**src/rtl/fetch_decode_unit.sv**
```systemverilog
// Front end of the single-cycle MIPS datapath: PC ownership, variable-latency instruction
// fetch, field split and main-control decode, issued one instruction at a time over valid/ready.
module fetch_decode_unit #(
    parameter int              PC_W     = 32,
    parameter logic [PC_W-1:0] RESET_PC = '0
) (
    input  logic            clk,
    input  logic            rst,
    output logic            imem_req,
    output logic [PC_W-1:0] imem_addr,
    input  logic [31:0]     imem_rdata,
    input  logic            imem_valid,
    output logic            dp_valid,
    input  logic            dp_ready,
    output logic [4:0]      rs,
    output logic [4:0]      rt,
    output logic [4:0]      rd,
    output logic [15:0]     SEin,
    output logic [5:0]      FuncCode,
    output logic            Regsel,
    output logic            ALUsel,
    output logic [1:0]      ALUOp,
    output logic            MemRead,
    output logic            MemWrite,
    output logic            MemToRegSel,
    output logic            RegWrite,
    input  logic            Zero,
    output logic            illegal,
    output logic [PC_W-1:0] pc
);

    typedef enum logic [1:0] {
        S_FETCH,
        S_WAIT,
        S_ISSUE
    } state_t;

    typedef struct packed {
        logic       regsel;
        logic       alusel;
        logic [1:0] aluop;
        logic       memread;
        logic       memwrite;
        logic       memtoreg;
        logic       regwrite;
        logic       is_beq;
        logic       is_j;
        logic       is_illegal;
    } ctrl_t;

    localparam logic [5:0] OP_RTYPE = 6'b000000;
    localparam logic [5:0] OP_LW    = 6'b100011;
    localparam logic [5:0] OP_SW    = 6'b101011;
    localparam logic [5:0] OP_BEQ   = 6'b000100;
    localparam logic [5:0] OP_J     = 6'b000010;

    function automatic ctrl_t decode(input logic [5:0] op);
        ctrl_t c;
        c = '0;
        case (op)
            OP_RTYPE: begin
                c.regsel   = 1'b1;
                c.aluop    = 2'b10;
                c.regwrite = 1'b1;
            end
            OP_LW: begin
                c.alusel   = 1'b1;
                c.memread  = 1'b1;
                c.memtoreg = 1'b1;
                c.regwrite = 1'b1;
            end
            OP_SW: begin
                c.alusel   = 1'b1;
                c.memwrite = 1'b1;
            end
            OP_BEQ: begin
                c.aluop  = 2'b01;
                c.is_beq = 1'b1;
            end
            OP_J:    c.is_j = 1'b1;
            default: c.is_illegal = 1'b1;
        endcase
        return c;
    endfunction

    // Branch offset is a word offset; j keeps the upper nibble of the incremented PC.
    function automatic logic [PC_W-1:0] next_pc(
        input logic [PC_W-1:0] cur,
        input logic [31:0]     instr,
        input ctrl_t           c,
        input logic            zero
    );
        logic [PC_W-1:0] pc4;
        logic [PC_W-1:0] boff;
        pc4  = cur + PC_W'(4);
        boff = {{(PC_W-18){instr[15]}}, instr[15:0], 2'b00};
        if (c.is_beq && zero)
            return pc4 + boff;
        else if (c.is_j)
            return {pc4[PC_W-1:28], instr[25:0], 2'b00};
        else
            return pc4;
    endfunction

    state_t          r_state;
    state_t          w_state_nxt;
    logic [PC_W-1:0] r_pc;
    logic [31:0]     r_instr;
    ctrl_t           r_ctrl;
    logic            w_capture;
    logic            w_hs;
    logic [PC_W-1:0] w_pc_nxt;

    assign w_capture = (r_state == S_WAIT) && imem_valid;
    assign w_hs      = (r_state == S_ISSUE) && dp_ready;
    assign w_pc_nxt  = next_pc(r_pc, r_instr, r_ctrl, Zero);

    always_comb begin
        w_state_nxt = r_state;
        case (r_state)
            S_FETCH: w_state_nxt = S_WAIT;
            S_WAIT:  if (imem_valid) w_state_nxt = S_ISSUE;
            S_ISSUE: if (dp_ready) w_state_nxt = S_FETCH;
            default: w_state_nxt = S_FETCH;
        endcase
    end

    always_ff @(posedge clk) begin
        if (rst) begin
            r_state <= S_FETCH;
            r_pc    <= RESET_PC;
            r_instr <= '0;
            r_ctrl  <= '0;
        end else begin
            r_state <= w_state_nxt;
            if (w_capture) begin
                r_instr <= imem_rdata;
                r_ctrl  <= decode(imem_rdata[31:26]);
            end
            if (w_hs)
                r_pc <= w_pc_nxt;
        end
    end

    // Handshake-side outputs are masked while rst is held so nothing leaks out during reset.
    assign imem_req  = !rst && ((r_state == S_FETCH) || (r_state == S_WAIT));
    assign imem_addr = r_pc;
    assign dp_valid  = !rst && (r_state == S_ISSUE);
    assign illegal   = !rst && w_hs && r_ctrl.is_illegal;
    assign pc        = r_pc;

    assign rs       = r_instr[25:21];
    assign rt       = r_instr[20:16];
    assign rd       = r_instr[15:11];
    assign SEin     = r_instr[15:0];
    assign FuncCode = r_instr[5:0];

    assign Regsel      = r_ctrl.regsel;
    assign ALUsel      = r_ctrl.alusel;
    assign ALUOp       = r_ctrl.aluop;
    assign MemRead     = r_ctrl.memread;
    assign MemWrite    = r_ctrl.memwrite;
    assign MemToRegSel = r_ctrl.memtoreg;
    assign RegWrite    = r_ctrl.regwrite;

endmodule

```
**config.mk**
```make
export PLATFORM = sky130hd
export DESIGN_NAME = fetch_decode_unit
export DESIGN_NICKNAME = d
export VERILOG_FILES = /design/src/rtl/fetch_decode_unit.sv
export SDC_FILE = /design/constraint.sdc
export NUM_CORES = 1
export LEC_CHECK = 0
export CELL_PAD_IN_SITES_DETAIL_PLACEMENT = 0
export CELL_PAD_IN_SITES_GLOBAL_PLACEMENT = 1
export CORE_ASPECT_RATIO = 0.75
export CORE_MARGIN = 1.5
export CORE_UTILIZATION = 36
export CTS_BUF_LIST = sky130_fd_sc_hd__clkbuf_4
export CTS_CLUSTER_DIAMETER = 30
export DETAILED_ROUTE_END_ITERATION = 10
export PLACE_DENSITY_LB_ADDON = 0.1
export SKIP_LAST_GASP = 1
export SLEW_MARGIN = 10
export SYNTH_ARGS = -nofsm -noshare
export SYNTH_HDL_FRONTEND = slang
export SYNTH_SLANG_ARGS = --single-unit
```
**constraint.sdc**
```tcl
create_clock -name clk -period 4.3 [get_ports clk]
set_clock_uncertainty 0.2 [all_clocks]
set_input_delay 0.43 -clock clk [delete_from_list [all_inputs] [get_ports clk]]
set_output_delay 0.43 -clock clk [all_outputs]
set_load 0.05 [all_outputs]
```
==> impl_results.md <==
* Number of synthesized flops with an enable pin at 0
* CP required at ~4.5 ns
* Max VDD drop at between 100 and 150 uV
* N_diodes at 0
* Share of post-route cells with drive strength above 1 at 0.0918
* Netlist cell types at 60
* Inserted Clock Buffers at 9
* Reg-to-Reg Start: imem_addr[5]
* P_leak at 0.00290 uW
* RSZ-0062 raised after global routing: yes
* Post-route ant nets at 0
* Layout filler cell count at between 1000 and 1500
* Overall die height at 109 um
* Finished Cell Area at ~7000 um^2
* Final worst path period need at roughly 4 ns
* Worst Path Arrival at 4.23 ns
* Crit path kind: reg -> reg
* First DRT Iteration DRCs at ~340
* Cell Pwr Density at 218 nW/um^2
* Commonest non-fill, non-tap cell in the layout: clkdlybuf4s50_1
* Yosys top cell by area: dfxtp_1
* Number of port buffers at 144
* Max Freq at 245 MHz
* Status: complete, no violations
* DIE WIDTH at between 100 and 150 um
* Routed vias/inst at 5.35
* CTS Buffer Depth at 2
* Post-Syn Area per Cell at 7.55 um^2
* Syn Inst Count at between 700 and 800
* Placed cell area at 6860 um^2
* Sequential area share after synthesis at 0.248
* TritonCTS clock tree: done
* Grt total ovfl at 0
* Cell Count, Final, Fillers Out at about 1000
* First-pass GRT wire length at about 28000 um
* Clk_lat worst skew at ~0.44 ns
* H-tree depth at 3
* Max_cap viols at 0
* DRC viols at 0
* Core area at roughly 15000 um^2
* Initial antenna violation count at 0
* YS warnings at 0
* Top_reg_cell synth: dfxtp_1
* CP cell instances: nand4_2, nor4_4, and4_1, and3_2, and3_1, xor2_1, ha_1, and3_1, a221o_1, a21o_1, a41oi_2, mux2i_1, mux2i_1, mux2_2
* Max_slew headroom at 0.393
* Final Wtd Congestion at between 0.8 and 0.9
* Worst-path clk slew at 0.13 ns
* Final setup viols at 0
* FFs w/ async S/R, synth at 0
* Final period util at 0.948
* Slew Viols, Final at 0
* Layout Nets at approximately 900
* FP Rows at 38
* Post-Route WL at about 18000 um
* Final Hold Vio Count at 0
* Top fanout value on the critical path at 7
* Initial core utilization at 0.371
* Root Buffer: clkbuf_4
* Crit-path slowest cell: dfxtp_4
* Hold Path Class: in -> reg
* DP Wirelength at 14000 um
* Global Route Usage Sum at 0.238
* # Post-CTS Setup Buffers at 0
* Area contributors post-synth: dfxtp_1, ha_1, a21oi_1, buf_4, nand2_1
* Least-Margin Pin Slew at roughly 0.91 ns
* I/O pin count at roughly 150
* Drt first pass iters at 4
* Post-cts resize count at 0
* Crit end category: register
* Layout area overhead at 30.1%
* Die area at about 16000 um^2
* Vias in the first global route at around 5100
* CP peak stage delay at between 0.4 and 0.5 ns
* Crit. Startpoint: imem_addr[5]
* WL per Instance at between 15 and 20 um
* Hold-fix buffers, CTS at 0
* #FFs+latches synth at 67
* Synth top area share at 0.248
* Dpl cells at a little over 1000
* Most frequent cells in the layout: clkdlybuf4s50_1, nand2_1, a21oi_1, dfxtp_1, nor2_1
* Hold_sp: rst
* Largest net degree at the start of global routing at 47
* Sink Count at 67
* Cell area after synthesis at around 5400 um^2
* Type of origin of the critical path: register
* Vias at ~5500
-- power by group --
part	switching, uW	total, uW	internal, uW
Clock	270	504	233
Combinational	233	367	134
Sequential	24.9	665	640
-- through the flow --
stage	power (uW)	utilization	TNS (ns)	setup slack [ns]	hold slack, ns
after floorplan	922	-	0	0.000878	0.227
after global placement	1040	0.470	0	0.193	0.239
after detailed placement	1050	0.470	0	0.168	0.245
after CTS	1560	0.481	0	0.146	0.173
after global routing	1600	0.483	-0.0105	-0.0105	0.214
final	1540	0.483	0	0.222	0.207
-- cell usage after synthesis (3+ instances only) --
cell      count
nand2_1      94
a21oi_1      81
dfxtp_1      67
nor2_1       62
buf_4        48
ha_1         37
o21ai_0      36
xnor2_1      35
clkbuf_1     27
mux2i_1      18
nand4_1      18
nand3_1      17
xor2_1       16
a21o_1       14
nor3_1       13
a211oi_1     12
nand2b_1     10
and3_1        9
nor2b_1       8
buf_2         7
inv_1         7
a221o_1       6
a31oi_1       6
o21ai_1       6
and2_1        4
buf_1         4
a311oi_1      3
and4_1        3
mux2_2        3
o211ai_1      3
o21a_1        3
o21bai_1      3
o221ai_1      3
or3_1         3
-- cells by family (layout without fill, tap and decap cells) --
| logic type | count (synthesis) | in the layout | synth area share |
|---|---|---|---|
| other cells | 1 | 4 | 0.000693 |
| compound gates | 193 | 193 | 0.221 |
| simple gates | 252 | 252 | 0.219 |
| fa+ha+maj | 38 | 38 | 0.0892 |
| flops | 67 | 67 | 0.248 |
| buf+inv | 94 | 202 | 0.100 |
| mux | 21 | 21 | 0.0395 |
| xor+xnor | 51 | 51 | 0.0825 |
-- worst paths after layout --
| kind | end | slack [ns] | cells after the start |
|---|---|---|---|
| max | imem_addr[31] | 0.22 | 14 |
| min | r_ctrl[2] | 0.21 | 2 |
| max reg2reg | imem_addr[31] | 0.22 | 14 |
| min reg2reg | r_ctrl[0] | 0.26 | 2 |
-- final cells by class --
cell class,instances,area [um^2],area share
clock buffer,9,67.6,0.00959
inverter,8,30.0,0.00426
tap,200,250,0.0355
timing repair buffer,178,1690,0.240
clock inverter,7,92.6,0.0131
multi-input combinational,559,3560,0.505
sequential,67,1350,0.192
-- layer usage --
metal	track usage	wire length [um]	vias to the layer above
met5	0	0	-
met4	0.0469	148	0
met3	0.0492	1030	14
met2	0.372	8110	170
met1	0.337	9130	2603
li1	-	-	2709
-- critical path, delay by kind of cell (launching register included) --
family / cells / cell delay, ns
simple gates: 6 / 1.46
mux: 3 / 0.80
compound gates: 3 / 0.67
flops: 1 / 0.42
fa+ha+maj: 1 / 0.29
xor+xnor: 1 / 0.16
-- state kept, by name, indices dropped and copies added, names as in the netlist --
signal       count
ALUOp            1
ALUsel           1
MemToRegSel      1
MemWrite         1
RegWrite         1
Regsel           1
imem_addr       30
r_ctrl           3
r_instr         26
r_state          2
(Power assumes the default switching activity.)
